==> config.mk <==
export PLATFORM = sky130hd
export DESIGN_NAME = if_id_stage_flat
export DESIGN_NICKNAME = d
export VERILOG_FILES = /design/src/rtl/if_id_stage_pkg.sv /design/src/rtl/if_id_stage_if.sv /design/src/rtl/if_id_stage_pipe_entry_reg.sv /design/src/rtl/if_id_stage.sv /design/src/flat_wrapper.sv
export SDC_FILE = /design/constraint.sdc
export NUM_CORES = 1
export LEC_CHECK = 0
export ABC_CLOCK_PERIOD_IN_PS = 2200
export CORE_MARGIN = 2
export CORE_UTILIZATION = 45
export DETAILED_ROUTE_END_ITERATION = 8
export PLACE_DENSITY = 0.74
export SLEW_MARGIN = 25
export SYNTH_ARGS = -nofsm -noshare
export SYNTH_HDL_FRONTEND = slang
export SYNTH_SLANG_ARGS = --single-unit
==> constraint.sdc <==
create_clock -name clock -period 2.2 [get_ports clock]
set_clock_uncertainty 0.05 [all_clocks]
set_input_delay 0.22 -clock clock [delete_from_list [all_inputs] [get_ports clock]]
set_output_delay 0.22 -clock clock [all_outputs]
set_load 0.01 [all_outputs]
==> src/rtl/if_id_stage_pkg.sv <==
// Shared IF/ID definitions: default widths, NOP encoding and skid-buffer FSM states.
// Pure declarations; no timing or handshake behaviour lives here.
package if_id_stage_pkg;

   localparam int PC_W_DEF    = 10;
   localparam int INSTR_W_DEF = 32;
   localparam int CNT_W_DEF   = 16;

   localparam logic [31:0] NOP_INSTR = 32'h0000_0000;

   typedef enum logic [1:0] {
      ST_EMPTY = 2'd0,
      ST_ONE   = 2'd1,
      ST_TWO   = 2'd2
   } ifid_state_t;

endpackage

==> src/rtl/if_id_stage_if.sv <==
// Fetch-to-decode handshake bundle. The slave modport is the IF/ID stage;
// the master modport is whatever drives fetch data and decode ready/flush.
interface if_id_stage_if
   import if_id_stage_pkg::*;
#(
   parameter int PC_W    = PC_W_DEF,
   parameter int INSTR_W = INSTR_W_DEF
) ();

   logic               if_valid;
   logic [PC_W-1:0]    if_pc;
   logic [INSTR_W-1:0] if_instr;
   logic               if_ready;
   logic               id_valid;
   logic               id_ready;
   logic [PC_W-1:0]    id_pc;
   logic [PC_W-1:0]    id_pc_plus1;
   logic [INSTR_W-1:0] id_instr;
   logic               flush;

   modport slave (
      input  if_valid, if_pc, if_instr, id_ready, flush,
      output if_ready, id_valid, id_pc, id_pc_plus1, id_instr
   );

   modport master (
      output if_valid, if_pc, if_instr, id_ready, flush,
      input  if_ready, id_valid, id_pc, id_pc_plus1, id_instr
   );

endinterface

==> src/rtl/if_id_stage_pipe_entry_reg.sv <==
// Load-enabled {pc, instr} holding register; one cycle from load to output.
// No handshake of its own: the owner decides when to load.
module pipe_entry_reg
   import if_id_stage_pkg::*;
#(
   parameter int PC_W    = PC_W_DEF,
   parameter int INSTR_W = INSTR_W_DEF
) (
   input  logic               clock,
   input  logic               reset_n,
   input  logic               load,
   input  logic [PC_W-1:0]    pc_d,
   input  logic [INSTR_W-1:0] instr_d,
   output logic [PC_W-1:0]    pc_q,
   output logic [INSTR_W-1:0] instr_q
);

   always_ff @(posedge clock or negedge reset_n) begin
      if (!reset_n) begin
         pc_q    <= '0;
         instr_q <= '0;
      end else if (load) begin
         pc_q    <= pc_d;
         instr_q <= instr_d;
      end
   end

endmodule

==> src/rtl/if_id_stage.sv <==
// IF/ID boundary with a 2-entry skid buffer: accepted beat shows on id_* one cycle later, in order.
// if_ready is a flop (drops only when both entries are full); flush empties everything. Option: IFID_STALL_CNT_EN.
module if_id_stage
   import if_id_stage_pkg::*;
#(
   parameter int PC_W    = PC_W_DEF,
   parameter int INSTR_W = INSTR_W_DEF
`ifdef IFID_STALL_CNT_EN
   ,
   parameter int CNT_W   = CNT_W_DEF
`endif
) (
   input  logic              clock,
   input  logic              reset_n,
   if_id_stage_if.slave      bus
`ifdef IFID_STALL_CNT_EN
   ,
   output logic [CNT_W-1:0]  stall_count
`endif
);

   ifid_state_t        state_q, state_d;
   logic               if_ready_q, id_valid_q;
   logic               accept, deliver;
   logic               main_ld, skid_ld, main_from_skid;
   logic [PC_W-1:0]    main_pc, skid_pc, main_pc_d;
   logic [INSTR_W-1:0] main_instr, skid_instr, main_instr_d;

   assign accept  = bus.if_valid & if_ready_q;
   assign deliver = id_valid_q & bus.id_ready;

   always_comb begin
      state_d        = state_q;
      main_ld        = 1'b0;
      skid_ld        = 1'b0;
      main_from_skid = 1'b0;
      if (bus.flush) begin
         state_d = ST_EMPTY;
      end else begin
         unique case (state_q)
            ST_EMPTY: begin
               if (accept) begin
                  main_ld = 1'b1;
                  state_d = ST_ONE;
               end
            end
            ST_ONE: begin
               if (accept && !deliver) begin
                  skid_ld = 1'b1;
                  state_d = ST_TWO;
               end else if (accept && deliver) begin
                  main_ld = 1'b1;
               end else if (deliver) begin
                  state_d = ST_EMPTY;
               end
            end
            ST_TWO: begin
               // if_ready is low here, so only the skid-to-main move can happen
               if (deliver) begin
                  main_ld        = 1'b1;
                  main_from_skid = 1'b1;
                  state_d        = ST_ONE;
               end
            end
            default: state_d = ST_EMPTY;
         endcase
      end
   end

   assign main_pc_d    = main_from_skid ? skid_pc    : bus.if_pc;
   assign main_instr_d = main_from_skid ? skid_instr : bus.if_instr;

   always_ff @(posedge clock or negedge reset_n) begin
      if (!reset_n) begin
         state_q    <= ST_EMPTY;
         if_ready_q <= 1'b1;
         id_valid_q <= 1'b0;
      end else begin
         state_q    <= state_d;
         if_ready_q <= (state_d != ST_TWO);
         id_valid_q <= (state_d != ST_EMPTY);
      end
   end

   pipe_entry_reg #(.PC_W(PC_W), .INSTR_W(INSTR_W)) u_main (
      .clock   (clock),
      .reset_n (reset_n),
      .load    (main_ld),
      .pc_d    (main_pc_d),
      .instr_d (main_instr_d),
      .pc_q    (main_pc),
      .instr_q (main_instr)
   );

   pipe_entry_reg #(.PC_W(PC_W), .INSTR_W(INSTR_W)) u_skid (
      .clock   (clock),
      .reset_n (reset_n),
      .load    (skid_ld),
      .pc_d    (bus.if_pc),
      .instr_d (bus.if_instr),
      .pc_q    (skid_pc),
      .instr_q (skid_instr)
   );

   assign bus.if_ready    = if_ready_q;
   assign bus.id_valid    = id_valid_q;
   assign bus.id_pc       = main_pc;
   assign bus.id_pc_plus1 = main_pc + PC_W'(1);
   assign bus.id_instr    = id_valid_q ? main_instr : INSTR_W'(NOP_INSTR);

`ifdef IFID_STALL_CNT_EN
   logic [CNT_W-1:0] stall_cnt_q;

   // Saturating; only reset clears it, flush merely masks the increment
   always_ff @(posedge clock or negedge reset_n) begin
      if (!reset_n) begin
         stall_cnt_q <= '0;
      end else if (id_valid_q && !bus.id_ready && !bus.flush && (stall_cnt_q != '1)) begin
         stall_cnt_q <= stall_cnt_q + CNT_W'(1);
      end
   end

   assign stall_count = stall_cnt_q;
`endif

endmodule
==> src/flat_wrapper.sv <==
// flat-port wrapper written by rule: the top's interface ports become plain ports
module if_id_stage_flat import if_id_stage_pkg::*;
#(
   parameter int PC_W    = PC_W_DEF,
   parameter int INSTR_W = INSTR_W_DEF

)
  (clock, reset_n, bus_if_valid, bus_if_pc, bus_if_instr, bus_id_ready, bus_flush, bus_if_ready, bus_id_valid, bus_id_pc, bus_id_pc_plus1, bus_id_instr);
  if_id_stage_if #(.PC_W(PC_W), .INSTR_W(INSTR_W)) bus_i ();
  input  logic clock;
  input  logic reset_n;
  input wire logic [$bits(bus_i.if_valid)-1:0] bus_if_valid;
  input wire logic [$bits(bus_i.if_pc)-1:0] bus_if_pc;
  input wire logic [$bits(bus_i.if_instr)-1:0] bus_if_instr;
  input wire logic [$bits(bus_i.id_ready)-1:0] bus_id_ready;
  input wire logic [$bits(bus_i.flush)-1:0] bus_flush;
  output wire logic [$bits(bus_i.if_ready)-1:0] bus_if_ready;
  output wire logic [$bits(bus_i.id_valid)-1:0] bus_id_valid;
  output wire logic [$bits(bus_i.id_pc)-1:0] bus_id_pc;
  output wire logic [$bits(bus_i.id_pc_plus1)-1:0] bus_id_pc_plus1;
  output wire logic [$bits(bus_i.id_instr)-1:0] bus_id_instr;
  assign bus_i.if_valid = bus_if_valid;
  assign bus_i.if_pc = bus_if_pc;
  assign bus_i.if_instr = bus_if_instr;
  assign bus_i.id_ready = bus_id_ready;
  assign bus_i.flush = bus_flush;
  assign bus_if_ready = bus_i.if_ready;
  assign bus_id_valid = bus_i.id_valid;
  assign bus_id_pc = bus_i.id_pc;
  assign bus_id_pc_plus1 = bus_i.id_pc_plus1;
  assign bus_id_instr = bus_i.id_instr;
  if_id_stage #(.PC_W(PC_W), .INSTR_W(INSTR_W)) u_core (.clock(clock), .reset_n(reset_n), .bus(bus_i));
endmodule
==> results of run 1 <==
-- kinds of logic after synthesis --
| family | after synthesis |
|---|---|
| DFF | 88 |
| and+or+nand+nor | 93 |
| muxes | 84 |
| buffers and inverters | 23 |
| xor gates and xnor gates | 8 |
| adders and majority gates | 1 |
| AOI/OAI and AO/OA | 51 |
-- power breakdown --
group / internal [W] / switching, W
combinational: 0.00101 / 0.000596
clock: 0.000560 / 0.000564
sequential: 0.00219 / 0.000334
total: 0.00375 / 0.00149
-- metal layers --
layer,global-route usage,vias up,part of all wire,wire [µm]
met2,0.291,70,0.48,4070
met5,0,-,0,0
met1,0.251,1413,0.45,3780
met3,0.0383,12,0.051,429
li1,-,1402,-,-
met4,0.0664,0,0.017,140
-- repair_timing --
action,4_1_cts,5_1_grt
setup buffers,2,0
gates resized for setup,4,6
setup endpoints to repair,5,4
hold buffers,1,0
hold endpoints to repair,48,0
cloned,0,0
-- cell usage in the layout, fill, tap and decap left out, types with 3 or more instances in the layout --
cell,netlist,final
clkdlybuf4s50_1,0,95
dfrtp_1,87,85
a21oi_1,45,45
nor2_1,43,43
mux2_2,42,42
mux2i_1,42,42
and2_1,34,33
clkbuf_8,0,10
buf_4,0,9
xnor2_1,7,7
buf_12,0,5
nand3_1,5,4
nand2_1,4,3
-- state kept, by name, summed over array words and instances (netlist names) --
register and count:
u_core.u_main.instr_q 32, u_core.u_skid.instr_q 32, u_core.u_main.pc_q 10, u_core.u_skid.pc_q 10, u_core.state_q 2, u_core.bus.id_valid 1
u_core.bus.if_ready 1
-- layout make-up --
cell class                      count  area [µm²]  area share
Multi-Input combinational cell    237        1760       0.321
Clock inverter                      6        65.1      0.0119
Clock buffer                       10         138      0.0251
Tap cell                          108         135      0.0247
Inverter                            1        3.75    0.000685
Timing Repair Buffer              114        1170       0.214
Sequential cell                    88        2210       0.403
-- per-stage QoR --
step	power (W)	utilization
2_1_floorplan	0.00336	-
3_3_place_gp	0.00406	0.600
3_5_place_dp	0.00415	0.600
4_1_cts	0.00530	0.626
5_1_grt	0.00559	0.628
6_report	0.00525	0.628
-- how the worst max path moves through the flow --
stage	from	to	slack (ns)	depth (start not counted)
6_report	u_core.bus.id_valid	bus_id_instr[13]	0.12	3
5_1_grt	u_core.bus.id_valid	bus_id_instr[29]	0.02	3
4_1_cts	u_core.u_main.pc_q[4]	bus_id_pc_plus1[7]	0.009	5
3_5_place_dp	bus_if_valid	u_core.u_main.pc_q[9]	0.15	6
3_3_place_gp	u_core.u_main.pc_q[2]	bus_id_pc_plus1[9]	0.26	5
2_1_floorplan	u_core.bus.if_ready	u_core.u_main.instr_q[0]	0.42	5
==> results.json, run 1 <==
{
  "status": "finished clean",
  "ys_seq_area_frac": 0.542,
  "synth.distinct_cells": 27,
  "vias": 2897,
  "clock_latency_ns": 0.35,
  "stdcell_area_mm2": 0.00548,
  "wl_per_cell_um": 14.9,
  "worst-path-max-fanout": 24,
  "avgViaCountPerCell": 5.14,
  "drv_slew": 0,
  "die_y_um": 99.0,
  "reg2reg_slack_ns": 0.37,
  "numCtsBuffers": 9,
  "grt_max_degree": 55,
  "ir_drop_mv": 0.534,
  "fin_ws_ns": 0.119,
  "cpPeakStageDelay_ns": 0.56,
  "gp_congestion": 0.709,
  "clock_sinks": 88,
  "grt_pass1_wl_mm": 14.3,
  "htreeDepth": 3,
  "end_kind": "output pin",
  "synth.area.mux_share": 0.220,
  "yosys.area_share.simple": 0.118,
  "worst_pin_slew_ns": 0.648,
  "diodes": 0,
  "ant_nets": 0,
  "synthCells": 348,
  "grt.overflow.total": 0,
  "clk_path_buf_depth": 2,
  "crit_buf_inv": 2,
  "drt_iter0_markers": 112,
  "clockRootBuffer": "clkbuf_8",
  "antenna_found_initial": 0,
  "synth-edff-count": 0,
  "rsz0062_at_grt": "false",
  "fp.coreArea_mm2": 0.00872,
  "io_pins": 101,
  "yosys_warnings": 0,
  "place_inst": 545,
  "drive_gt1_frac": 0.180,
  "synth_nets": 396,
  "startpoint_type": "flip-flop",
  "synth_common_cells": "87 x dfrtp_1, 45 x a21oi_1, 43 x nor2_1",
  "dr.pass1.iters": 4,
  "placementRows": 34,
  "p_per_area_mw_per_mm2": 957,
  "instances_no_fill": 564,
  "ys.flop_type": "dfrtp_1",
  "drc_errors": 0,
  "r2r-end": "u_core.u_main.pc_q[9]",
  "slew-limit-headroom": 0.568,
  "path_class": "reg2out",
  "layout.filler_cells": 725,
  "nets": 499,
  "tritoncts": "yes",
  "worstPathArrival_ns": 1.81,
  "crit_family": "buffers and inverters",
  "finalSetupTns_ns": 0,
  "synthesis.area_mm2": 0.00406,
  "synth_area_per_cell_um2": 11.7,
  "fmax_mhz": 481,
  "synthTopCellsByArea": "dfrtp_1 54%, mux2_2 12%, mux2i_1 10%",
  "r2r-start": "u_core.bus.if_ready",
  "dpl_worst_slack_ns": 0.147,
  "place_area_mm2": 0.00523,
  "synth_seq_cells": 88,
  "finalHoldViolations": 0,
  "dieArea_mm2": 0.00980,
  "setup_viol": 0,
  "holdCritPathClass": "in2async",
  "crit_path_top_delay_cell": "dfrtp_1",
  "yosys.area_share.xor_xnor": 0.0172,
  "async_reset_ff_frac": 1.00,
  "synth_compound_area_frac": 0.0678,
  "cp_data_required_time_ns": 1.93,
  "die_x_um": 99.0,
  "cap_violations": 0,
  "drt-total-wl_mm": 8.43,
  "fin_crit_ns": 2.08,
  "area_delta_synth_final_pct": 34.9,
  "yosys.area.top_type": "dfrtp_1",
  "initial_core_util": 0.466,
  "clk_pin_slew_worst_paths_ns": 0.09,
  "crit_chain": "buf_12, and2_1, clkdlybuf4s50_1",
  "portBuffers": 100,
  "yosysTopAreaCellShare": 0.536,
  "yosys.cell_count.top_type": "dfrtp_1",
  "hpwl_mm": 5.83,
  "hold-worst-slack_ns": 0.378,
  "synth_top_family_by_area": "multiplexers",
  "synth_fa_ha_area_frac": 0.00308,
  "reg2reg_depth": 5,
  "first_global_vias": 2896,
  "fin_crit_sh": 0.946,
  "grtUsageTotal": 0.183,
  "leakage_nw": 2.32
}
Note: power is estimated with default switching activity, not from simulation.
==> run 2: changes to the inputs <==
CORE_UTILIZATION = 27   (was 45)
DONT_BUFFER_PORTS = 1   (was not set)
PLACE_DENSITY = 0.4   (was 0.74)
SKIP_LAST_GASP = 1   (was not set)
==> results.json, run 2 (synthesis gave the netlist of run 1 again) <==
{
  "ctsHoldBuffers": 44,
  "die_x_um": 127,
  "antenna_found_initial": 0,
  "layout.filler_cells": 1485,
  "clk_path_buf_depth": 2,
  "drc_errors": 0,
  "gp_congestion": 0.676,
  "violations": "hold timing",
  "grtUsageTotal": 0.128,
  "p_per_area_mw_per_mm2": 1020,
  "crit_path_top_delay_cell": "dfrtp_1",
  "grt_busiest_layer": "met2",
  "hold-worst-slack_ns": -0.486,
  "avgViaCountPerCell": 4.71,
  "clock_latency_ns": 0.34,
  "path_class": "reg2out",
  "crit_chain": "and2_1, and4_1, nand4_1, xnor2_1",
  "met1_usage": 0.165,
  "fmax_mhz": 504,
  "grt_pass1_wl_mm": 15.5,
  "drt-total-wl_mm": 9.64,
  "cts_resized": 0,
  "diodes": 0,
  "mostFrequentLayoutCells": "87 x dfrtp_1, 45 x a21oi_1, 44 x dlygate4sd3_1",
  "cpPeakStageDelay_ns": 0.49,
  "area_delta_synth_final_pct": 22.1,
  "clockRootBuffer": "clkbuf_16",
  "setup_viol": 0,
  "vias": 2712,
  "final_common_cell": "dfrtp_1",
  "die_y_um": 127,
  "status": "finished, violations left",
  "ir_drop_mv": 0.326,
  "grt_max_degree": 89,
  "grt.overflow.total": 0,
  "first_global_vias": 2899,
  "reg_top3": "u_core.u_main.instr_q: 32 flops, u_core.u_skid.instr_q: 32 flops",
  "finalHoldViolations": 88,
  "nets": 436,
  "worst_pin_slew_ns": 0.514,
  "placementRows": 44,
  "hpwl_mm": 5.67,
  "portBuffers": 0,
  "fp.coreArea_mm2": 0.0146,
  "clock_sinks": 88,
  "crit_buf_inv": 0,
  "leakage_nw": 2.08,
  "finalPower_w": 0.00504,
  "fin_crit_sh": 0.902,
  "drv_slew": 0,
  "ant_nets": 0,
  "crit_family": "simple AND/OR/NAND/NOR gates",
  "rsz0062_at_grt": "false",
  "grtUsageMet3": 0.0392,
  "slew-limit-headroom": 0.657,
  "fin_crit_ns": 1.99,
  "cap_violations": 0,
  "io_pins": 101,
  "htreeDepth": 3,
  "worstPathArrival_ns": 1.72,
  "initial_core_util": 0.277,
  "dr.pass1.iters": 4,
  "drt_iter0_markers": 93,
  "tritoncts": "yes",
  "holdCritPathClass": "in2async",
  "numCtsBuffers": 9,
  "grtUsageMet2": 0.197,
  "worst-path-max-fanout": 6,
  "cts_setup_buffers": 0,
  "wl_per_cell_um": 16.7,
  "clk_pin_slew_worst_paths_ns": 0.06,
  "dieArea_mm2": 0.0160,
  "startpoint_type": "flip-flop",
  "cp_data_required_time_ns": 1.93,
  "end_kind": "output pin",
  "finalSetupTns_ns": 0,
  "drive_gt1_frac": 0.173
}
run 2: cell types whose count changed in the layout (fill, tap and decap cells not counted), moves of 2 or more:
cell / change
buf_12: -4
dfrtp_2: -2
dfrtp_1: +2
buf_4: -3
clkbuf_16: +9
dlygate4sd2_1: -2
inv_6: -2
clkbuf_8: -8
clkdlybuf4s50_1: -95
dlymetal6s2s_1: -2
dlygate4sd3_1: +43
run 2: path summary, 6_finish.rpt:
| path | slack, ns | depth (start not counted) | end | startpoint |
|---|---|---|---|---|
| max reg2reg | 0.29 | 5 | u_core.u_main.pc_q[1] | u_core.bus.if_ready |
| min | -0.49 | 0 | u_core.u_skid.instr_q[26] | reset_n |
| max in group asynchronous | 2.40 | 0 | u_core.bus.if_ready | reset_n |
| min reg2reg | 0.45 | 1 | u_core.u_skid.instr_q[4] | u_core.u_skid.instr_q[4] |
| min in group clock | 0.04 | 2 | u_core.u_main.instr_q[15] | bus_if_instr[15] |
| max | 0.21 | 4 | bus_id_pc_plus1[9] | u_core.u_main.pc_q[2] |
run 2: stage by stage:
stage	instance area (µm²)	cells	utilization	hold WS [ns]	worst slack [ns]
floorplan	4060	348	-	-0.126	0.425
global placement	4250	517	0.290	-0.123	0.318
detailed placement	4250	517	0.290	-0.123	0.293
CTS	4960	576	0.339	-0.504	0.170
global route	4960	576	0.339	-0.506	0.0998
finish	4960	576	0.339	-0.486	0.215
run 2: layout make-up:
class / instances / area, µm² / area share
Inverter: 1 / 3.75 / 0.000757
Sequential cell: 88 / 2200 / 0.444
Tap cell: 184 / 230 / 0.0464
Clock inverter: 3 / 17.5 / 0.00353
Multi-Input combinational cell: 237 / 1740 / 0.352
Timing Repair Buffer: 51 / 505 / 0.102
Clock buffer: 12 / 256 / 0.0517
run 2: power by group:
part | total (W) | internal, W | switching [W]
Clock | 0.00144 | 0.000817 | 0.000620
Combinational | 0.00106 | 0.000599 | 0.000464
Sequential | 0.00254 | 0.00219 | 0.000357
Total | 0.00504 | 0.00360 | 0.00144
run 2: routing by layer:
layer / routed length, µm / share of wire
met1: 4410 / 0.46
met2: 4410 / 0.46
met3: 641 / 0.066
met4: 177 / 0.018
met5: 0 / 0
